`config.mk`:
```
export PLATFORM = sky130hd
export DESIGN_NAME = cpu_sequencer_flat
export DESIGN_NICKNAME = d
export VERILOG_FILES = /design/src/rtl/cpu_sequencer_if.sv /design/src/rtl/cpu_sequencer.sv /design/src/flat_wrapper.sv
export SDC_FILE = /design/constraint.sdc
export NUM_CORES = 1
export LEC_CHECK = 0
export ABC_CLOCK_PERIOD_IN_PS = 1950
export CORE_MARGIN = 1
export CORE_UTILIZATION = 39
export DETAILED_ROUTE_END_ITERATION = 6
export PLACE_DENSITY_LB_ADDON = 0.15
export SLEW_MARGIN = 10
export SYNTH_ARGS = -nofsm -noshare
export SYNTH_HDL_FRONTEND = slang
export SYNTH_SLANG_ARGS = --single-unit
```
`constraint.sdc`:
```
create_clock -name clk -period 1.95 [get_ports clk]
set_clock_uncertainty 0.15 [all_clocks]
set_input_delay 0.39 -clock clk [delete_from_list [all_inputs] [get_ports clk]]
set_output_delay 0.39 -clock clk [all_outputs]
set_load 0.05 [all_outputs]
```
`src/rtl/cpu_sequencer_if.sv`:
```
// ============================================================================
// Module      : cpu_sequencer_if
// Description : Instruction-memory, control-unit and status signals of the
//               CPU fetch/decode/execute sequencer.
// Revision    : 1.0 - initial release
// ============================================================================
`default_nettype none

interface cpu_sequencer_if #(
    parameter int ADDR_W  = 10,
    parameter int INSTR_W = 16,
    parameter int CNT_W   = 3
);
    logic               imem_req;
    logic [ADDR_W-1:0]  imem_addr;
    logic               imem_ready;
    logic [INSTR_W-1:0] imem_data;
    logic [INSTR_W-1:0] ir;
    logic [ADDR_W-1:0]  pc;
    logic               cu_en;
    logic               bra;
    logic [ADDR_W-1:0]  badr;
    logic               hlt;
    logic [CNT_W-1:0]   exec_cycles;
    logic               stall;
    logic               pc_en;
    logic               irq;
    logic               irq_ack;
    logic [ADDR_W-1:0]  epc;
    logic               halted;
    logic [2:0]         state;

    modport master (
        output imem_req, imem_addr, ir, pc, cu_en, pc_en, irq_ack, epc, halted, state,
        input  imem_ready, imem_data, bra, badr, hlt, exec_cycles, stall, irq
    );

    modport slave (
        input  imem_req, imem_addr, ir, pc, cu_en, pc_en, irq_ack, epc, halted, state,
        output imem_ready, imem_data, bra, badr, hlt, exec_cycles, stall, irq
    );
endinterface

`default_nettype wire

```
`src/rtl/cpu_sequencer.sv`:
```
// ============================================================================
// Module      : cpu_sequencer
// Description : Fetch/decode/execute sequencer owning PC and IR, with memory
//               wait states, multi-cycle execute, halt and interrupt entry.
// Revision    : 1.0 - initial release
// ============================================================================
`default_nettype none

module cpu_sequencer #(
    parameter int                ADDR_W    = 10,
    parameter int                INSTR_W   = 16,
    parameter int                CNT_W     = 3,
    parameter logic [ADDR_W-1:0] RESET_VEC = '0,
    parameter int unsigned       IRQ_VEC   = 32'h3F0
) (
    input  wire logic              clk,
    input  wire logic              rst,
    cpu_sequencer_if.master        bus
);

    localparam logic [ADDR_W-1:0] c_irq_vec = ADDR_W'(IRQ_VEC);
    localparam logic [CNT_W-1:0]  c_cnt_one = CNT_W'(1);
    localparam logic [ADDR_W-1:0] c_pc_one  = ADDR_W'(1);

    typedef enum logic [2:0] {
        S_RESET   = 3'd0,
        S_FETCH   = 3'd1,
        S_DECODE  = 3'd2,
        S_EXECUTE = 3'd3,
        S_IRQ     = 3'd4,
        S_HALT    = 3'd5
    } state_t;

    state_t             r_state;
    logic [ADDR_W-1:0]  r_pc;
    logic [INSTR_W-1:0] r_ir;
    logic [ADDR_W-1:0]  r_epc;
    logic [CNT_W-1:0]   r_cnt;

    state_t             w_state_nxt;
    logic [ADDR_W-1:0]  w_pc_nxt;
    logic [INSTR_W-1:0] w_ir_nxt;
    logic [ADDR_W-1:0]  w_epc_nxt;
    logic [CNT_W-1:0]   w_cnt_nxt;
    logic               w_pc_en;
    logic               w_irq_ack;

    always_ff @(posedge clk or posedge rst) begin
        if (rst) begin
            r_state <= S_RESET;
            r_pc    <= RESET_VEC;
            r_ir    <= '0;
            r_epc   <= '0;
            r_cnt   <= '0;
        end else begin
            r_state <= w_state_nxt;
            r_pc    <= w_pc_nxt;
            r_ir    <= w_ir_nxt;
            r_epc   <= w_epc_nxt;
            r_cnt   <= w_cnt_nxt;
        end
    end

    always_comb begin
        w_state_nxt = r_state;
        w_pc_nxt    = r_pc;
        w_ir_nxt    = r_ir;
        w_epc_nxt   = r_epc;
        w_cnt_nxt   = r_cnt;
        w_pc_en     = 1'b0;
        w_irq_ack   = 1'b0;

        case (r_state)
            S_RESET: begin
                w_state_nxt = S_FETCH;
            end

            S_FETCH: begin
                if (bus.imem_ready) begin
                    w_ir_nxt    = bus.imem_data;
                    w_state_nxt = S_DECODE;
                end
            end

            S_DECODE: begin
                if (bus.hlt) begin
                    w_state_nxt = S_HALT;
                end else if (bus.bra) begin
                    w_pc_nxt    = bus.badr;
                    w_pc_en     = 1'b1;
                    w_state_nxt = bus.irq ? S_IRQ : S_FETCH;
                end else begin
                    w_cnt_nxt   = (bus.exec_cycles == '0) ? c_cnt_one : bus.exec_cycles;
                    w_state_nxt = S_EXECUTE;
                end
            end

            S_EXECUTE: begin
                if (!bus.stall) begin
                    // Counter of 0 cannot occur here; treat it like the last cycle.
                    if (r_cnt > c_cnt_one) begin
                        w_cnt_nxt = r_cnt - c_cnt_one;
                    end else begin
                        w_pc_nxt    = r_pc + c_pc_one;
                        w_pc_en     = 1'b1;
                        w_state_nxt = bus.irq ? S_IRQ : S_FETCH;
                    end
                end
            end

            S_IRQ: begin
                w_epc_nxt   = r_pc;
                w_pc_nxt    = c_irq_vec;
                w_pc_en     = 1'b1;
                w_irq_ack   = 1'b1;
                w_state_nxt = S_FETCH;
            end

            S_HALT: begin
                // Wake-up returns past the halt instruction, bypassing S_IRQ.
                if (bus.irq) begin
                    w_epc_nxt   = r_pc + c_pc_one;
                    w_pc_nxt    = c_irq_vec;
                    w_pc_en     = 1'b1;
                    w_irq_ack   = 1'b1;
                    w_state_nxt = S_FETCH;
                end
            end

            default: begin
                w_state_nxt = S_RESET;
            end
        endcase
    end

    assign bus.imem_req  = (r_state == S_FETCH);
    assign bus.cu_en     = (r_state == S_DECODE);
    assign bus.halted    = (r_state == S_HALT);
    assign bus.irq_ack   = w_irq_ack;
    assign bus.pc_en     = w_pc_en;
    assign bus.imem_addr = r_pc;
    assign bus.pc        = r_pc;
    assign bus.ir        = r_ir;
    assign bus.epc       = r_epc;
    assign bus.state     = r_state;

endmodule

`default_nettype wire

```
`src/flat_wrapper.sv`:
```
// flat-port wrapper written by rule: the top's interface ports become plain ports
module cpu_sequencer_flat 
#(
    parameter int                ADDR_W    = 10,
    parameter int                INSTR_W   = 16,
    parameter int                CNT_W     = 3,
    parameter logic [ADDR_W-1:0] RESET_VEC = '0,
    parameter int unsigned       IRQ_VEC   = 32'h3F0
)
  (clk, rst, bus_imem_req, bus_imem_addr, bus_ir, bus_pc, bus_cu_en, bus_pc_en, bus_irq_ack, bus_epc, bus_halted, bus_state, bus_imem_ready, bus_imem_data, bus_bra, bus_badr, bus_hlt, bus_exec_cycles, bus_stall, bus_irq);
  cpu_sequencer_if #(.ADDR_W(ADDR_W), .INSTR_W(INSTR_W), .CNT_W(CNT_W)) bus_i ();
  input  wire logic clk;
  input  wire logic rst;
  output wire logic [$bits(bus_i.imem_req)-1:0] bus_imem_req;
  output wire logic [$bits(bus_i.imem_addr)-1:0] bus_imem_addr;
  output wire logic [$bits(bus_i.ir)-1:0] bus_ir;
  output wire logic [$bits(bus_i.pc)-1:0] bus_pc;
  output wire logic [$bits(bus_i.cu_en)-1:0] bus_cu_en;
  output wire logic [$bits(bus_i.pc_en)-1:0] bus_pc_en;
  output wire logic [$bits(bus_i.irq_ack)-1:0] bus_irq_ack;
  output wire logic [$bits(bus_i.epc)-1:0] bus_epc;
  output wire logic [$bits(bus_i.halted)-1:0] bus_halted;
  output wire logic [$bits(bus_i.state)-1:0] bus_state;
  input wire logic [$bits(bus_i.imem_ready)-1:0] bus_imem_ready;
  input wire logic [$bits(bus_i.imem_data)-1:0] bus_imem_data;
  input wire logic [$bits(bus_i.bra)-1:0] bus_bra;
  input wire logic [$bits(bus_i.badr)-1:0] bus_badr;
  input wire logic [$bits(bus_i.hlt)-1:0] bus_hlt;
  input wire logic [$bits(bus_i.exec_cycles)-1:0] bus_exec_cycles;
  input wire logic [$bits(bus_i.stall)-1:0] bus_stall;
  input wire logic [$bits(bus_i.irq)-1:0] bus_irq;
  assign bus_imem_req = bus_i.imem_req;
  assign bus_imem_addr = bus_i.imem_addr;
  assign bus_ir = bus_i.ir;
  assign bus_pc = bus_i.pc;
  assign bus_cu_en = bus_i.cu_en;
  assign bus_pc_en = bus_i.pc_en;
  assign bus_irq_ack = bus_i.irq_ack;
  assign bus_epc = bus_i.epc;
  assign bus_halted = bus_i.halted;
  assign bus_state = bus_i.state;
  assign bus_i.imem_ready = bus_imem_ready;
  assign bus_i.imem_data = bus_imem_data;
  assign bus_i.bra = bus_bra;
  assign bus_i.badr = bus_badr;
  assign bus_i.hlt = bus_hlt;
  assign bus_i.exec_cycles = bus_exec_cycles;
  assign bus_i.stall = bus_stall;
  assign bus_i.irq = bus_irq;
  cpu_sequencer #(.ADDR_W(ADDR_W), .INSTR_W(INSTR_W), .CNT_W(CNT_W), .RESET_VEC(RESET_VEC), .IRQ_VEC(IRQ_VEC)) u_core (.clk(clk), .rst(rst), .bus(bus_i));
endmodule
```
* Word level (Yosys, flattened, before mapping)
Index checks and enable logic that the tools add are counted.
** Storage, ports and cells
- Logic and storage cells :: 61
- ROM bits :: 0
- RAM bits :: 0
- Register bits after elaboration :: 42
- Input bits :: 36
- Bits in latches :: 0
- Memories kept :: 0
** Operators by class
- Muxes and demuxes :: 29
- Equality and inequality tests :: 13
- Shift-type cells :: 0
- Div/mod/pow operators :: 0
- Add/sub/neg operators :: 2
- $mul :: 0
- Bitwise logic cells :: 0
- Reductions and logical operators :: 11
- $lt $le $gt $ge :: 1
** Operator list (number)
- 10-bit 2-to-1 mux :: 6
- 10-bit case mux with 4 select lines :: 1
- 3-bit 2-to-1 mux :: 12
- 10-bit case mux with 2 select lines :: 1
- 3-bit case mux with 5 select lines :: 1
- 10-bit by 1-bit adder with 10-bit output, second input constant :: 1
- 2-bit by 1-bit inequality test with 1-bit output, second input constant :: 4
- 2-bit inequality test, second input constant :: 4
- 3-bit by 2-bit equality test with 1-bit output, second input constant :: 2
- 3-bit equality test, second input constant :: 2
- 3-bit logical NOT :: 2
- 3-bit case mux with 2 select lines :: 1
- 6-bit AND reduction :: 1
- 1-bit 2-to-1 mux :: 5
- 5-bit AND reduction :: 1
- 1-bit case mux with 4 select lines :: 1
- 2-bit AND reduction :: 2
- 4-bit AND reduction :: 1
- 2-bit nonzero test :: 2
- 4-bit nonzero test :: 1
- 3-bit by 1-bit equality test with 1-bit output, second input constant :: 1
- 3-bit by 1-bit greater-than comparator with 1-bit output, second input constant :: 1
- 3-bit by 1-bit subtractor with 3-bit output, second input constant :: 1
- 1-bit case mux with 2 select lines :: 1
- 2-bit OR reduction :: 1

* Longest topological paths before layout
Gate-level depths: netlist (run 1).
- Depth after elaboration :: 5
- Mapped depth :: 8
- Mapped depth without buffers :: 7

* Worst setup path before layout (run 1)
OpenSTA, ideal clock, no wires.
- Path type :: register to register
- Start :: register u_core.r_state[0], in the netlist u_core.bus.state[0]
- End :: register u_core.r_ir[10], in the netlist u_core.bus.ir[10]
- Stages on the path, launching flop included :: 7
- Slack :: -1.328 ns
- Required time :: 1.675 ns
- Period minus slack after synthesis :: 3.278 ns
- Arrival :: 3.003 ns
- Path buffers :: 2
- Cells stage by stage :: dfrtp_1 > inv_2 > nor3_1 > and2_1 > clkbuf_1 > buf_2 > mux2_2
** On the way
- Word-level cells in the longest chain between the ends :: 2
** Ends and longest elaborated chain
- from (decl) :: RTL line cpu_sequencer.sv:34 : state_t r_state;
- from (signal assigned) :: RTL line cpu_sequencer.sv:56 : r_state <= w_state_nxt;
- 3-bit by 1-bit equality test with 1-bit output
- named net bus_imem_req :: RTL line flat_wrapper.sv:14 : output wire logic [$bits(bus_i.imem_req)-1:0] bus_imem_req;
- 2-bit AND reduction (no source line)
- to (signal assigned) :: RTL line cpu_sequencer.sv:58 : r_ir <= w_ir_nxt;
- to (decl) :: RTL line cpu_sequencer.sv:36 : logic [INSTR_W-1:0] r_ir;
The timed path passes the listed nets, and every way through them passes these cells.
A chain may end at the register's enable or synchronous reset.

* Worst setup path in the final report (run 1)
- Start :: register u_core.r_cnt[0]
- End :: output port bus_pc_en
** On the way
- Word-level cells in the longest chain between the ends :: 4
** Ends and longest elaborated chain
- from (decl) :: RTL line cpu_sequencer.sv:38 : logic [CNT_W-1:0] r_cnt;
- from (signal assigned) :: RTL line cpu_sequencer.sv:60 : r_cnt <= w_cnt_nxt;
- 3-bit by 1-bit greater-than comparator with 1-bit output :: RTL line cpu_sequencer.sv:101 : if (r_cnt > c_cnt_one) begin
- 1-bit 2-to-1 mux :: RTL line cpu_sequencer.sv:101
- 1-bit 2-to-1 mux :: RTL line cpu_sequencer.sv:99 : if (!bus.stall) begin
- 1-bit case mux with 4 select lines :: RTL line cpu_sequencer.sv:73 : case (r_state)
- to (decl) :: RTL line flat_wrapper.sv:19 : output wire logic [$bits(bus_i.pc_en)-1:0] bus_pc_en;
Every way passes these cells.

==> results of run 1 <==
logic make-up after synthesis:
| family | after synthesis | share of synthesized area (%) |
|---|---|---|
| simple gates | 72 | 14.8 |
| flops | 42 | 45.7 |
| compound gates | 63 | 17.7 |
| xor+xnor | 7 | 2.67 |
| fa+ha+maj | 5 | 2.72 |
| mux | 18 | 8.81 |
| buf+inv | 33 | 7.56 |
per-layer routing:
layer  part of all wire [%]  track usage, %
met5                      0               0
met1                     43            28.4
met2                     49            38.3
met4                   0.90            5.00
met3                    6.5            3.91
through the flow:
stage,TNS (ns),worst slack [ns],instance area (µm²),utilization (%),std cells
floorplan,-6.11,-0.304,2450,-,240
global placement,-5.12,-0.502,3590,64.0,414
detailed placement,-5.42,-0.531,3590,64.0,414
CTS,-4.67,-0.504,3880,69.2,433
global route,-5.01,-0.575,3980,71.0,436
finish,-3.93,-0.486,3980,71.0,436
layout make-up:
class                      instances  area (µm²)  area share, %
tap                               72        90.1           2.26
multi-input combinational        165        1280           32.2
timing repair buffer             140        1420           35.6
sequential                        42        1060           26.5
clock buffer                       6        82.6           2.07
clock inverter                     2        12.5          0.314
inverter                           9        40.0           1.01
Yosys cell counts (4+ instances only):
cell	instances	share of area, %
a211oi_1	5	1.6
xnor2_1	5	1.9
a21oi_1	9	2.0
buf_2	4	0.87
dfrtp_1	42	46
o21ai_0	20	4.4
nor2_1	21	3.4
nor3_1	8	1.7
nand3_1	8	1.7
o22ai_1	7	1.9
ha_1	5	2.7
buf_4	10	3.3
clkbuf_1	7	1.1
nand2_1	20	3.3
mux2_2	18	8.8
inv_1	8	1.3
worst paths after layout:
check                                   from                       to  slack (ns)
max                          u_core.r_cnt[0]                bus_pc_en       -0.49
min reg2reg                u_core.bus.epc[6]        u_core.bus.epc[6]        0.33
min in group clk           u_core.bus.epc[6]        u_core.bus.epc[6]        0.33
max reg2reg                  u_core.r_cnt[0]  u_core.bus.imem_addr[5]       -0.39
max in group asynchronous                rst      u_core.bus.state[2]        0.93
min                                      rst        u_core.bus.ir[10]        0.24
placed cells by master, fill, tap and decap left out, drive strengths merged, types with 5 or more instances in the layout:
cell type        n
buf            105
dfrtp           42
clkdlybuf4s50   34
nor2            21
nand2           20
o21ai           20
mux2            18
a21oi            9
nand3            8
inv              8
nor3             8
o22ai            7
clkbuf           6
xnor2            5
ha               5
a211oi           5
registers in the layout, indices dropped and copies added, names as in the netlist:
name / cells
u_core.bus.state: 3
u_core.bus.imem_addr: 10
u_core.r_cnt: 3
u_core.bus.ir: 16
u_core.bus.epc: 10
worst max-delay path, stage by stage (launching register included):
cell,delay [ns]
dfrtp_1,0.42
ha_2,0.18
o21ba_4,0.15
or4_4,0.42
nand2_2,0.07
nand2_2,0.06
a21oi_4,0.15
buf_12,0.15
timing repair:
action / 4_1_cts / 5_1_grt
pin swaps: 8 / 5
gates cloned: 3 / 0
gates resized for setup: 21 / 20
buffers inserted: 8 / 5
setup endpoints to repair: 13 / 16
==> results.cfg, run 1 <==
[clock_tree]
hold_buffers = 0
clk_pin_slew_worst_paths_ns = 0.08
clock-sinks = 42
clock_tree.buffer_depth = 2
clk_latency_ns = 0.29
cts_tree = yes
cts-htree-levels = 2
numCtsBuffers = 5
clk_root_buffer_cell = clkbuf_8

[drt]
viasPerCell = 5.18
drt_first_pass_iters = 4
wirelength_um = 6680
drcViolationCount = 0
wl_per_cell_um = 15.3
postRouteAntennaNets = 0
vias = 2257
drt_iter0_markers = 57

[timing]
hold_slack_ns = 0.238
hold_violations = 0
min_period_ns = 2.44
period_share_pct = 125
worst_pin_slew_ns = 0.417
slew-limit-headroom_pct = 72.2
drv_slew = 0
setup_viol = 13
fmax_ghz = 0.411
final.setup.worst_slack_ns = -0.486
rsz0062_at_grt = true

[finish]
antennaDiodeCount = 0
area_growth_syn_to_layout_pct = 73.2
fill_cells = 434
post_route_cells_drive_above_1_share_pct = 46.4
fin_nets = 404

[critical_path]
worstPathMaxFanout = 3
reg2reg_depth = 7
end_kind = primary output
arrival_ns = 1.90
cp.required_ns = 1.41
worstSetupPathType = reg2out
crit_path_start_kind = register

[global_routing]
antenna_found_initial = 0
grt_first_pass_wirelength_um = 10700
grt_pass1_vias = 2216
grt_usage_pct = 22.0
grt-ovfl-total = 0
grt_max_degree = 27

[min_path]
holdCritPathClass = in2async

[placement]
port_buffers = 89
hpwl_um = 4660
gp_congestion = 0.880

[floorplanning]
rows = 27
die_h_um = 78.8
dieArea_mm2 = 0.00621
fp.coreArea_mm2 = 0.00561
initial_core_util_pct = 41.0
die_x_um = 78.8
io_pins = 90

[synth]
synth_fp_nets = 281
synth-seq-area-share_pct = 45.7
yosysUniqueCellTypes = 45
synth_ff_type = dfrtp_1
synthArstFlopShare_pct = 100
syn_area_per_cell_um2 = 9.58
syn_area_mm2 = 0.00230
ys_seq_elements = 42
yosysWarnings = 0
syn_inst = 240
synth-edff-count = 0

[run_status]
status = finished, violations left
violations = setup timing

[job]
max_cap_violations = 0
Power of run 1 is not shown: default switching activity piles up to over one toggle a cycle in this logic, so the estimate is an artifact.
==> run 2, diff against run 1 <==
CORE_UTILIZATION = 35   (was 39)
==> results.cfg, run 2 (synthesis results as in run 1) <==
[timing]
worst_pin_slew_ns = 0.510
slew-limit-headroom_pct = 65.9
fmax_ghz = 0.412
period_share_pct = 125
drv_slew = 0
setup_viol = 13
final.setup.worst_slack_ns = -0.478
min_period_ns = 2.43
hold_violations = 0
rsz0062_at_grt = true

[placement]
gp_congestion = 0.830
dpl_cell_area_mm2 = 0.00359
post-place-cells = 418
hpwl_um = 4620
port_buffers = 89

[critical_path]
path_depth = 7
worstPathMaxFanout = 3
crit_path_start_kind = register
crit_buf_inv = 1
cp.required_ns = 1.41
end_kind = primary output
reg2reg_depth = 8
critical-path-top-delay-family = simple AND/OR/NAND/NOR gates
r2r_setup_slack_ns = -0.33
crit_chain = ha_4, o21ba_4, or4_4, nand2_2, nand2_2, a21oi_4, buf_12
crit_path_frequent_cell = nand2_2
slowest_delay_ns = 0.44
startpoint = u_core.r_cnt[0]
arrival_ns = 1.89
reg2reg_to = u_core.bus.imem_addr[0]
crit_path_end = bus_pc_en
worstSetupPathType = reg2out
cpMaxStageDelayCell = dfrtp_1
r2r_start = u_core.r_cnt[0]

[clock_tree]
clk_pin_slew_worst_paths_ns = 0.08
clk_latency_ns = 0.30
clk_root_buffer_cell = clkbuf_8
clock_tree.buffer_depth = 2
numCtsBuffers = 5
cts-htree-levels = 2
clock-sinks = 42
cts_tree = yes
hold_buffers = 0

[floorplanning]
dieArea_mm2 = 0.00690
rows = 29
initial_core_util_pct = 36.2
die_x_um = 83.1
die_h_um = 83.1
fp.coreArea_mm2 = 0.00635
io_pins = 90

[drt]
drcViolationCount = 0
vias = 2280
drt_iter0_markers = 54
viasPerCell = 5.12
postRouteAntennaNets = 0
drt_first_pass_iters = 4
wl_per_cell_um = 15.3
wirelength_um = 6800

[global_routing]
grt_max_degree = 43
grt_first_pass_wirelength_um = 11200
grt_pass1_vias = 2262
grt_usage_pct = 20.5
grt-ovfl-total = 0
antenna_found_initial = 0

[finish]
finalNonFillerCells = 445
final_common_cell = buf_4
fin_nets = 408
regArea_mm2 = 0.00106
post_route_cells_drive_above_1_share_pct = 46.5
area_growth_syn_to_layout_pct = 75.0
most-common-layout-cells = buf_4, dfrtp_1, clkdlybuf4s50_1
antennaDiodeCount = 0
largest_register_ffs = 16
multi_input_area_mm2 = 0.00128
fill_cells = 533
fin_area_mm2 = 0.00402

[run_status]
status = finished, violations left
violations = setup timing

[min_path]
holdCritPathClass = in2async

[job]
max_cap_violations = 0
run 2: final cells by class:
cell class	instances	area share, %
inverters	9	0.995
clock inverters	2	0.933
flip-flops and latches	42	26.3
well taps	77	2.39
clock buffers	6	1.80
repair buffers	144	35.7
multi-input cells	165	31.8
run 2: what timing repair did:
action | 4_1_cts | 5_1_grt
pin swaps | 9 | 4
gates cloned | 1 | 0
gates resized for setup | 28 | 13
buffers inserted | 14 | 6
endpoints found under the setup margin | 13 | 17
run 2: per-layer routing:
metal  part of all wire [%]  up-vias  global-route usage (%)
met2                     48       82                    32.5
met4                    1.2        0                    7.37
met1                     46     1097                    27.3
met3                    5.5        6                    4.77
li1                       -     1095                       -
met5                      0        -                       0
run 2: metrics by stage:
stage	util (%)	setup slack, ns	hold WS, ns	setup TNS, ns
floorplan	-	-0.304	0.357	-6.11
global placement	56.5	-0.529	0.314	-5.38
detailed placement	56.5	-0.549	0.326	-5.62
CTS	62.4	-0.487	0.319	-4.35
global route	63.4	-0.544	0.338	-4.43
finish	63.4	-0.478	0.307	-3.47
run 2: worst register-to-register path, stage by stage, from the launching register on:
cell and delay [ns]:
dfrtp_1 0.44, ha_4 0.15, o21ba_4 0.14, or4_4 0.42
a311o_1 0.33, buf_12 0.16, buf_12 0.12, nor4b_4 0.19
a211o_1 0.12
run 2: worst min-delay path by stage:
stage	depth (start not counted)	slack, ns	to	startpoint
final	3	0.31	u_core.bus.ir[5]	rst
after global placement	1	0.31	u_core.bus.epc[8]	u_core.bus.epc[8]
after CTS	3	0.32	u_core.bus.state[1]	rst
after detailed placement	1	0.33	u_core.bus.epc[8]	u_core.bus.epc[8]
after floorplan	1	0.36	u_core.r_cnt[1]	u_core.r_cnt[1]
after global routing	3	0.34	u_core.bus.ir[9]	rst
Power of run 2 is left out for the same reason.
